File: config.mk
export PLATFORM = sky130hd
export DESIGN_NAME = iob_arbiter_rr
export DESIGN_NICKNAME = d
export VERILOG_FILES = /design/src/rtl/iob_arbiter_rr.sv
export SDC_FILE = /design/constraint.sdc
export NUM_CORES = 1
export LEC_CHECK = 0
export CAP_MARGIN = 20
export CELL_PAD_IN_SITES_DETAIL_PLACEMENT = 1
export CELL_PAD_IN_SITES_GLOBAL_PLACEMENT = 2
export CORE_AREA = 10 10 71 73
export DETAILED_ROUTE_END_ITERATION = 10
export DIE_AREA = 0 0 81 83
export GPL_ROUTABILITY_DRIVEN = 0
export PLACE_DENSITY_LB_ADDON = 0.1
export SYNTH_ARGS = -nofsm -noshare
export SYNTH_HDL_FRONTEND = slang
export SYNTH_SLANG_ARGS = --single-unit
File: constraint.sdc
create_clock -name clk_i -period 5.1 [get_ports clk_i]
set_input_delay 1.02 -clock clk_i [delete_from_list [all_inputs] [get_ports clk_i]]
set_output_delay 1.02 -clock clk_i [all_outputs]
set_load 0.02 [all_outputs]
File: src/rtl/iob_arbiter_rr.sv
// -----------------------------------------------------------------------------
// iob_arbiter_rr
//   Round-robin arbiter with a registered one-hot grant and an optional
//   hold-time limit. A grant is issued from IDLE to the first requester found
//   scanning up from the rotating pointer. It is then held until the owner
//   signals done_i, drops its request, or holds it for TIMEOUT cycles. Every
//   release goes back through IDLE and moves the pointer just past the
//   released owner.
//
// Parameters
//   N        number of requesters (2..32)
//   N_W      width of the grant index
//   TIMEOUT  maximum grant hold in cycles, 0 = unlimited
//   TMO_W    hold-counter width
//
// Ports
//   clk_i          system clock, rising edge
//   arst_n_i       asynchronous active-low reset
//   cke_i          clock enable; all state holds while low
//   rst_i          synchronous clear, qualified by cke_i, highest priority
//   req_i          per-requester request levels
//   done_i         current owner releases the resource this cycle
//   grant_o        one-hot grant, zero when idle
//   grant_id_o     index of the current owner, zero when idle
//   grant_valid_o  high while a grant is held
//   timeout_o      one-cycle pulse when a grant is revoked by the hold limit
// -----------------------------------------------------------------------------
module iob_arbiter_rr #(
  parameter int N       = 4,
  parameter int N_W     = $clog2(N),
  parameter int TIMEOUT = 16,
  parameter int TMO_W   = (TIMEOUT > 0) ? $clog2(TIMEOUT + 1) : 1
) (
  input  logic           clk_i,
  input  logic           arst_n_i,
  input  logic           cke_i,
  input  logic           rst_i,
  input  logic [N-1:0]   req_i,
  input  logic           done_i,
  output logic [N-1:0]   grant_o,
  output logic [N_W-1:0] grant_id_o,
  output logic           grant_valid_o,
  output logic           timeout_o
);

  typedef enum logic {IDLE, BUSY} state_t;

  localparam bit             TMO_EN   = (TIMEOUT > 0);
  localparam logic [TMO_W-1:0] TMO_LAST = TMO_W'((TIMEOUT > 0) ? TIMEOUT - 1 : 0);
  localparam logic [N_W:0]   SUM_N    = (N_W + 1)'(N);

  state_t           state_q, state_d;
  logic [N_W-1:0]   ptr_q, ptr_d;
  logic [TMO_W-1:0] cnt_q, cnt_d;
  logic [N-1:0]     grant_q, grant_d;
  logic [N_W-1:0]   id_q, id_d;
  logic             valid_q, valid_d;
  logic             tmo_q, tmo_d;

  // Round-robin pick: rotate the requests so the pointer lands on bit 0, find
  // the lowest set bit, then add the pointer back modulo N.
  logic [2*N-1:0]   rot2;
  logic [N-1:0]     rot;
  logic             pick_found;
  logic [N_W-1:0]   pick_off;
  logic [N_W:0]     pick_sum;
  logic [N_W-1:0]   pick_id;

  always_comb begin
    rot2       = {req_i, req_i} >> ptr_q;
    rot        = rot2[N-1:0];
    pick_found = |rot;
    pick_off   = '0;
    // Descending scan so the lowest set bit is the last one written.
    for (int i = N - 1; i >= 0; i--) begin
      if (rot[i]) pick_off = N_W'(i);
    end
    pick_sum = {1'b0, ptr_q} + {1'b0, pick_off};
    pick_id  = (pick_sum >= SUM_N) ? N_W'(pick_sum - SUM_N) : pick_sum[N_W-1:0];
  end

  // Release conditions while BUSY. The owner's request is read through the
  // registered one-hot grant, which avoids indexing req_i by the owner id.
  logic owner_req;
  logic tmo_hit;
  logic [N_W-1:0] next_ptr;

  assign owner_req = |(req_i & grant_q);
  assign tmo_hit   = TMO_EN && (cnt_q == TMO_LAST);
  assign next_ptr  = (id_q == N_W'(N - 1)) ? '0 : id_q + 1'b1;

  always_comb begin
    // NOTE: every signal gets a default before any branch; a path that left
    // one unassigned would infer a latch instead of combinational logic.
    state_d = state_q;
    ptr_d   = ptr_q;
    cnt_d   = cnt_q;
    id_d    = id_q;
    valid_d = valid_q;
    tmo_d   = 1'b0;

    if (rst_i) begin
      state_d = IDLE;
      ptr_d   = '0;
      cnt_d   = '0;
      id_d    = '0;
      valid_d = 1'b0;
    end else begin
      case (state_q)
        IDLE: begin
          // done_i has no meaning without an owner and is ignored here.
          if (pick_found) begin
            state_d = BUSY;
            id_d    = pick_id;
            valid_d = 1'b1;
            cnt_d   = '0;
          end
        end
        BUSY: begin
          if (done_i || !owner_req || tmo_hit) begin
            state_d = IDLE;
            id_d    = '0;
            valid_d = 1'b0;
            ptr_d   = next_ptr;
            // A simultaneous done_i or request drop is an ordinary release.
            tmo_d   = tmo_hit && !done_i && owner_req;
          end else if (TMO_EN) begin
            // Staying BUSY implies cnt_q < TMO_LAST, so this never wraps.
            cnt_d = cnt_q + 1'b1;
          end
        end
      endcase
    end

    grant_d = valid_d ? (N'(1) << id_d) : '0;
  end

  always_ff @(posedge clk_i or negedge arst_n_i) begin
    if (!arst_n_i) begin
      state_q <= IDLE;
      ptr_q   <= '0;
      cnt_q   <= '0;
      grant_q <= '0;
      id_q    <= '0;
      valid_q <= 1'b0;
      tmo_q   <= 1'b0;
    end else if (cke_i) begin
      // NOTE: registers use non-blocking assignments so every flop samples
      // the pre-edge values regardless of statement order.
      state_q <= state_d;
      ptr_q   <= ptr_d;
      cnt_q   <= cnt_d;
      grant_q <= grant_d;
      id_q    <= id_d;
      valid_q <= valid_d;
      tmo_q   <= tmo_d;
    end
  end

  assign grant_o       = grant_q;
  assign grant_id_o    = id_q;
  assign grant_valid_o = valid_q;
  assign timeout_o     = tmo_q;

endmodule

# ---- Word level (Yosys, flattened, before mapping)
# Cells that the tools add are included.
dict set report word_totals {
  output_inout_bits 8
  register_bits 16
  inputBits 9
}
dict set report op_classes {
  n_addsub 4
  n_mux 29
  order_cmp 1
  reduce_logical 12
  n_shift 2
  n_eq_ne 4
  bitwise_logic 2
}
# operator n
set op_table {}
lappend op_table {{2-bit two-way mux} 12}
lappend op_table {{5-bit two-way mux} 3}
lappend op_table {{5-bit case mux with 2 select lines} 1}
lappend op_table {{1-bit two-way mux} 9}
lappend op_table {{4-bit OR reduction} 2}
lappend op_table {{8-bit by 2-bit >> shifter with 4-bit output} 1}
lappend op_table {{3-bit != test, second input constant} 2}
lappend op_table {{3-bit AND reduction} 2}
lappend op_table {{5-bit by 1-bit adder with 5-bit output, second input constant} 1}
lappend op_table {{5-bit by 4-bit equality test with 1-bit output, second input constant} 1}
lappend op_table {{4-bit bitwise AND} 1}
lappend op_table {{4-bit two-way mux} 1}
lappend op_table {{1-bit case mux with 2 select lines} 2}
lappend op_table {{2-bit case mux with 2 select lines} 1}
lappend op_table {{2-bit nonzero test} 2}
lappend op_table {{1-bit by 2-bit << shifter with 4-bit output, first input constant} 1}
lappend op_table {{2-bit by 2-bit adder with 3-bit output} 1}
lappend op_table {{3-bit >= comparator, second input constant} 1}
lappend op_table {{2-bit by 1-bit adder with 2-bit output, second input constant} 1}
lappend op_table {{2-bit equality test, second input constant} 1}
lappend op_table {{1-bit logical AND} 2}
lappend op_table {{1-bit zero test} 2}
lappend op_table {{1-bit logical OR} 2}
lappend op_table {{2-bit by 1-bit subtractor with 2-bit output, second input constant} 1}
lappend op_table {{1-bit NOT} 1}

# ---- Depth between registers and ports, before layout
# Gate-level depths: netlist of the first run.
dict set report depth {
  ltp_word 13
  mapped_depth 11
  mapped_depth_nobuf 10
}

# ---- Least setup slack after synthesis of the first run
# Ideal clock, no wire load.
dict set report synth_path {
  path_type {input-to-reg}
  start {input req_i[2]}
  end {register grant_q[3], in the netlist grant_o[3]}
  slack_ns 2.383
  required_ns 5.018
  t_arrival_ns 2.636
  setup_time_ns 0.082
  path_stages 10
  path_cell_list {and2b_2 > a21oi_1 > nor2_1 > a211oi_1 > a21oi_1 > ha_1 > xnor2_1 > or4_1 > and3_4 > o22ai_2}
}
dict set report synth_via {
  elab_chain_len 13
}
# item line
set synth_lines {}
lappend synth_lines {{from (decl)} 38} ;# input logic [N-1:0] req_i,
lappend synth_lines {{8-bit by 2-bit >> shifter with 4-bit output} 70} ;# rot2 = {req_i, req_i} >> ptr_q;
lappend synth_lines {{2-bit two-way mux (4 in series)} 76} ;# if (rot[i]) pick_off = N_W'(i);
lappend synth_lines {{2-bit by 2-bit adder with 3-bit output} 78} ;# pick_sum = {1'b0, ptr_q} + {1'b0, pick_off};
lappend synth_lines {{3-bit >= comparator or 2-bit by 1-bit subtractor with 2-bit output (tied branches)} 79} ;# pick_id = (pick_sum >= SUM_N) ? N_W'(pick_sum - SUM_N) : pick_sum[N_W-1:0];
lappend synth_lines {{2-bit two-way mux} 79}
lappend synth_lines {{2-bit two-way mux} 112} ;# if (pick_found) begin
lappend synth_lines {{2-bit case mux with 2 select lines} 109} ;# case (state_q)
lappend synth_lines {{2-bit two-way mux} 102} ;# if (rst_i) begin
lappend synth_lines {{1-bit by 2-bit << shifter with 4-bit output} 135} ;# grant_d = valid_d ? (N'(1) << id_d) : '0;
lappend synth_lines {{4-bit two-way mux (*)} 135}
lappend synth_lines {{to (signal assigned)} 153} ;# grant_q <= grant_d;
lappend synth_lines {{to (decl)} 55} ;# logic [N-1:0] grant_q, grant_d;
# Every way passes the cells marked *; elsewhere a longest branch is shown, timed or not.
# A chain may end at the register's enable or synchronous reset.

# ---- Worst setup path in the final report of the first run
# Ends and elaborated chain as after synthesis.

==> implementation parameters, run 1 <==
Parameter                              Value

Synth
  Proportion of synthesized flip-flops having asynchronous set or reset ... 1.000
  Netlist Area Pre-Place ... 0.001065 mm2
  Sequential-to-total area share from yosys stat ... 0.3760
  Area share of the leading cell type in the synthesized netlist ... 0.3760
  Most area-hungry cell type in the Yosys netlist ... dfrtp_1
  Number of flops mapped to enable cells by yosys ... 0
  Instance count of the mapped netlist ... 116
  Ranking of synthesized cells by area ... dfrtp_1, ha_1, a21oi_1
  Seq cells post-synth ... 16
  Count of distinct cell types in the synthesized netlist ... 40
  Net count of the mapped netlist ... about 130
  Synthesized area per cell ... just over 9 um2
  Flip-flop cell with the highest count after synthesis ... dfrtp_1
  Syn. warnings ... 0

Drt
  Antenna viol nets, final ... 0
  Mean number of vias per cell ... 5.133
  Vias post-DR ... between 900 and 1000
  Number of optimization iterations in the first detailed-route pass ... 4
  DRC violation total after the first TritonRoute iteration ... between 40 and 50
  Total routed wirelength ... around 2900 um
  DR WL/cell ... 15.88 um
  Drt drc ... 0

Floorplan
  Die outline width ... 81 um
  Vertical die dimension ... 83 um
  Ports placed on the boundary ... 17
  Initial core utilization ... 0.2930
  Standard-cell rows ... 22
  Die Outline Area ... 0.006723 mm2
  Standard cell core area ... 0.003633 mm2

Critical path
  Type of the worst setup path ... in -> reg
  Maximum fanout along the worst path ... 7
  Crit path arrival time ... 3.46 ns
  Nature of the critical path endpoint ... flip-flop
  Worst path required time ... 5.26 ns
  Startpoint kind of the worst setup timing path ... input pin

Global route
  Global-route wire length before repair ... between 4000 and 5000 um
  Antenna violations before repair ... 0
  Largest net degree at the start of global routing ... 23
  Number of global-route vias before repair ... 984
  Total grt overflow ... 0
  GRT Overall Usage ... 0.08986

Timing
  Transition time at the pin with the least slew margin ... approximately 0.86 ns
  Shortest clock period the worst path allows after layout ... 3.301 ns
  Final hold violation count ... 0
  RSZ-0062 raised after global routing ... false
  Setup TNS ... 0 ns
  Worst slew margin relative to its limit ... 0.4227
  Setup Viol. Count Final ... 0
  Final setup margin ... 1.799 ns
  Final worst-path cycle share ... 0.6472
  Skew final ... 0.003903 ns
  Highest Clock Rate ... 302.9 MHz
  Max-slew violation total from the final report ... 0

Clock tree
  CTS max path bufs ... 2
  Resize count post-CTS ... 0
  Clock latency of the later-clocked register in the worst-skew pair ... 0.25 ns
  Clock Pin Slew Worst Setup and Hold Paths ... 0.07 ns
  CTS tree ... yes
  Post-CTS repair timing setup buffer count ... 0
  Total clock sinks ... 16
  Cts bufs inserted ... 3
  Count of hold-fix buffers inserted at cts ... 0
  H-Tree Level Count ... 1
  Clock root buffer ... clkbuf_8

Power and ir drop
  Net Switching ... 0.1164 mW
  Share of power burned in registers ... 0.406
  Power Density ... 281.6 mW/mm2
  Leakage ... just over 0.5 nW
  Maximum vdd ir drop ... 0.0001144 V
  Combinational share of power ... 0.278
  Power share of the clock group ... 0.315
  P_int ... 0.2522 mW
  Switch share ... 0.3157

Final layout
  P&R area growth vs syn ... 22.91%
  Share of the core filled with cells in the final layout ... 0.3602
  Diodes inserted ... 0
  Number of nets at the end of the flow ... 146
  Layout cell share with drive strength beyond 1 ... 0.1136
  Most frequent cells in the layout ... dfrtp_1, clkdlybuf4s50_1, inv_1

Place
  Final HPWL from detailed placement ... around 2200 um
  Total of buffers placed on input and output ports ... 16
  Worst setup slack before clock tree synthesis ... 1.543 ns

Outcome
  Status ... complete, no violations

Run
  Max cap viols ... 0

Hold path
  Type of the tightest min-delay check ... reg -> reg
## worst paths after layout
kind	cells past startpoint	endpoint	slack, ns	startpoint
max in group asynchronous	1	cnt_q[1]	3.39	arst_n_i
setup reg to reg	10	grant_o[3]	2.80	ptr_q[1]
min in group asynchronous	1	grant_o[1]	1.22	arst_n_i
hold / removal	1	timeout_o	0.52	timeout_o
hold reg to reg	1	timeout_o	0.52	timeout_o
setup / recovery	11	grant_o[3]	1.80	req_i[2]
## flip-flops by register name, summed over array words and instances, names as in the netlist
signal and count:
cnt_q 5, grant_id_o 2, grant_o 4, grant_valid_o 1, ptr_q 2, state_q 1, timeout_o 1
## cells by family after synthesis
group / share of synthesized area
xor+xnor: 0.008227
simple gates: 0.1986
buf+inv: 0.07168
fa+ha+maj: 0.04701
flops: 0.3760
mux: 0.02115
compound gates: 0.2773
## power groups by stage
stage	sequential, mW	clock, mW	combinational [mW]
finish	0.150	0.116	0.103
global route	0.152	0.125	0.115
CTS	0.150	0.122	0.104
detailed placement	0.152	0	0.104
global placement	0.152	0	0.103
floorplan	0.155	0	0.0619
## cells in the mapped netlist (2+ instances only)
library cell	n
dfrtp_1	16
nand2b_1	3
a211o_1	2
nand3_1	3
or3b_2	2
o21ai_0	4
ha_1	4
nand2_1	8
nand3b_1	2
a211oi_1	2
nor2_1	7
a21oi_1	9
inv_1	12
mux2_2	2
nor3_1	4
a22oi_1	2
o22ai_1	6
a22o_1	2
o211ai_1	3
o22ai_2	3
## stage by stage
| stage | instances | power, mW | hold slack, ns | area (um2) |
|---|---|---|---|---|
| 2_1_floorplan | 116 | 0.2171 | 0.4869 | 1065 |
| 6_report | 180 | 0.3686 | 0.5159 | 1309 |
| 3_3_place_gp | 176 | 0.2546 | 0.4905 | 1254 |
| 4_1_cts | 180 | 0.3756 | 0.5204 | 1309 |
| 3_5_place_dp | 176 | 0.2560 | 0.5051 | 1254 |
| 5_1_grt | 180 | 0.3922 | 0.5469 | 1309 |
## per-layer routing
layer / track usage / up-vias / share of wire
met4: 0.02347 / 0 / 0.0087
met2: 0.1362 / 14 / 0.43
li1: - / 463 / -
met1: 0.1144 / 443 / 0.50
met3: 0.03556 / 4 / 0.057
met5: 0 / - / 0
## critical path, stage by stage
cell	delay (ns)
clkdlybuf4s50_1	0.61
and2b_2	0.27
a21oi_1	0.13
nor2_1	0.06
a211oi_1	0.22
a21oi_1	0.07
ha_1	0.20
xnor2_1	0.13
or4_1	0.44
and3_4	0.21
o22ai_2	0.11
## final cells by class
type,count,area [um2]
inverter,12,45.04
timing repair buffer,16,160.2
fill,440,2325
clock buffer,4,55.05
sequential,16,400.4
multi-input combinational,84,588.1
tap,48,60.06
Note: power is estimated with default switching activity, not from simulation.
==> run 2: changes to the inputs <==
Clock period 5.1 ns to 3.1 ns, I/O delays scaled along.
==> run 2 against run 1 <==
Effect of this change: utilization up 0.65 points; sequential share of layout area down 0.55 points; clock power up 35%; critical path type unchanged; critical endpoint unchanged; largest power group unchanged.
==> implementation parameters, run 2 (same netlist as run 1, synthesis figures left out) <==
Parameter                              Value

Outcome
  Status ... complete, no violations

Power and ir drop
  Share of power burned in registers ... 0.426
  P_int ... 0.3922 mW
  Power Density ... ~430 mW/mm2
  Net Switching ... 0.1862 mW
  Maximum vdd ir drop ... 0.0002045 V
  Leakage ... around 0.53 nW
  Switch share ... 0.3219
  Combinational share of power ... 0.302
  Power share of the clock group ... 0.272

Drt
  Vias post-DR ... 967
  Mean number of vias per cell ... approximately 5.3
  DRC violation total after the first TritonRoute iteration ... 37
  Total routed wirelength ... 2948 um
  DR WL/cell ... roughly 16 um
  Antenna viol nets, final ... 0
  Number of optimization iterations in the first detailed-route pass ... 4
  Drt drc ... 0

Critical path
  Startpoint kind of the worst setup timing path ... input pin
  Maximum fanout along the worst path ... 3
  Type of the worst setup path ... in -> reg
  Crit path arrival time ... 2.93 ns
  Worst path required time ... 3.27 ns
  Nature of the critical path endpoint ... flip-flop

Clock tree
  Clock root buffer ... clkbuf_8
  Resize count post-CTS ... 0
  Post-CTS repair timing setup buffer count ... 0
  Total clock sinks ... 16
  H-Tree Level Count ... 1
  CTS max path bufs ... 2
  Clock latency of the later-clocked register in the worst-skew pair ... 0.25 ns
  CTS tree ... yes
  Cts bufs inserted ... 3
  Count of hold-fix buffers inserted at cts ... 0
  Clock Pin Slew Worst Setup and Hold Paths ... 0.06 ns

Timing
  Worst slew margin relative to its limit ... 0.4649
  Hold WS ... 0.5210 ns
  Final worst-path cycle share ... 0.8896
  Transition time at the pin with the least slew margin ... 0.8001 ns
  Final setup margin ... 0.3422 ns
  Setup TNS ... 0 ns
  RSZ-0062 raised after global routing ... false
  Setup Viol. Count Final ... 0
  Highest Clock Rate ... 362.6 MHz
  Final hold violation count ... 0
  Max-slew violation total from the final report ... 0
  Shortest clock period the worst path allows after layout ... 2.758 ns
  Skew final ... 0.001123 ns

Final layout
  Layout cell share with drive strength beyond 1 ... 0.1397
  Finished layout cell area ... 0.001333 mm2
  Share of the core filled with cells in the final layout ... 0.3667
  P&R area growth vs syn ... 25.15%
  Largest register by flop count ... cnt_q
  Most frequent cells in the layout ... dfrtp_1, clkdlybuf4s50_1, inv_1
  Count of filler cells inserted in the layout ... 440
  Diodes inserted ... 0
  Number of nets at the end of the flow ... 151
  Flip-flop count of the largest register after layout ... 5

Floorplan
  Vertical die dimension ... 83 um
  Initial core utilization ... 0.2930
  Standard cell core area ... 0.003633 mm2
  Die Outline Area ... 0.006723 mm2
  Die outline width ... approximately 80 um
  Ports placed on the boundary ... 17
  Standard-cell rows ... 22

Global route
  Global-route wire length before repair ... 4933 um
  Total grt overflow ... 0
  GRT Overall Usage ... 0.09149
  Antenna violations before repair ... 0
  Number of global-route vias before repair ... 956
  Largest net degree at the start of global routing ... 17

Run
  Max cap viols ... 0

Hold path
  Type of the tightest min-delay check ... reg -> reg

Place
  Total of buffers placed on input and output ports ... 16
  Final HPWL from detailed placement ... 2320 um
  Total placed instance area ... 0.001291 mm2
  Worst setup slack before clock tree synthesis ... approximately 0.096 ns
-- run 2: changes by cell type in the layout (fill, tap and decap cells not counted) --
cell / delta
buf_4: +5
clkbuf_8: -1
-- run 2: power groups by stage --
stage | Clock [mW] | Sequential (mW) | Combinational (mW)
after global routing | 0.171 | 0.251 | 0.195
after global placement | 0 | 0.249 | 0.174
final | 0.157 | 0.247 | 0.175
after detailed placement | 0 | 0.250 | 0.176
after floorplan | 0 | 0.255 | 0.102
after CTS | 0.164 | 0.247 | 0.177
-- run 2: worst paths after layout --
kind                            startpoint         end  slack, ns  cells after the start
worst max-delay path              req_i[2]  grant_o[3]       0.34                     11
worst min-delay path             timeout_o   timeout_o       0.52                      1
worst max register to register    ptr_q[1]  grant_o[3]       0.82                     10
worst min register to register   timeout_o   timeout_o       0.52                      1
max in group asynchronous         arst_n_i    cnt_q[3]       1.77                      1
min in group asynchronous         arst_n_i  grant_o[0]       0.84                      1
-- run 2: area by class of cell --
class | count | area (um2) | area share
multi-input cells | 84 | 588.1 | 0.4413
flip-flops and latches | 16 | 400.4 | 0.3005
well taps | 48 | 60.06 | 0.04507
clock buffers | 3 | 41.29 | 0.03099
inverters | 12 | 45.04 | 0.03380
repair buffers | 21 | 197.7 | 0.1484
-- run 2: critical path: stages --
cell             delay [ns]
clkdlybuf4s50_1        0.50
and2b_2                0.24
a21oi_1                0.11
nor2_1                 0.05
a211oi_1               0.21
a21oi_1                0.08
ha_1                   0.20
xnor2_1                0.14
or4_1                  0.46
and3_4                 0.22
o22ai_2                0.10
-- run 2: through the flow --
step | power [mW] | instances
2_1_floorplan | 0.3572 | 116
3_3_place_gp | 0.4229 | 181
3_5_place_dp | 0.4262 | 181
4_1_cts | 0.5875 | 184
5_1_grt | 0.6169 | 184
6_report | 0.5785 | 184
-- run 2: layer usage --
layer | track usage | vias up | share of wire
met2 | 0.1275 | 21 | 0.43
met4 | 0.02660 | 0 | 0.0071
met5 | 0 | - | 0
met1 | 0.1254 | 475 | 0.49
met3 | 0.03556 | 2 | 0.065
li1 | - | 469 | -
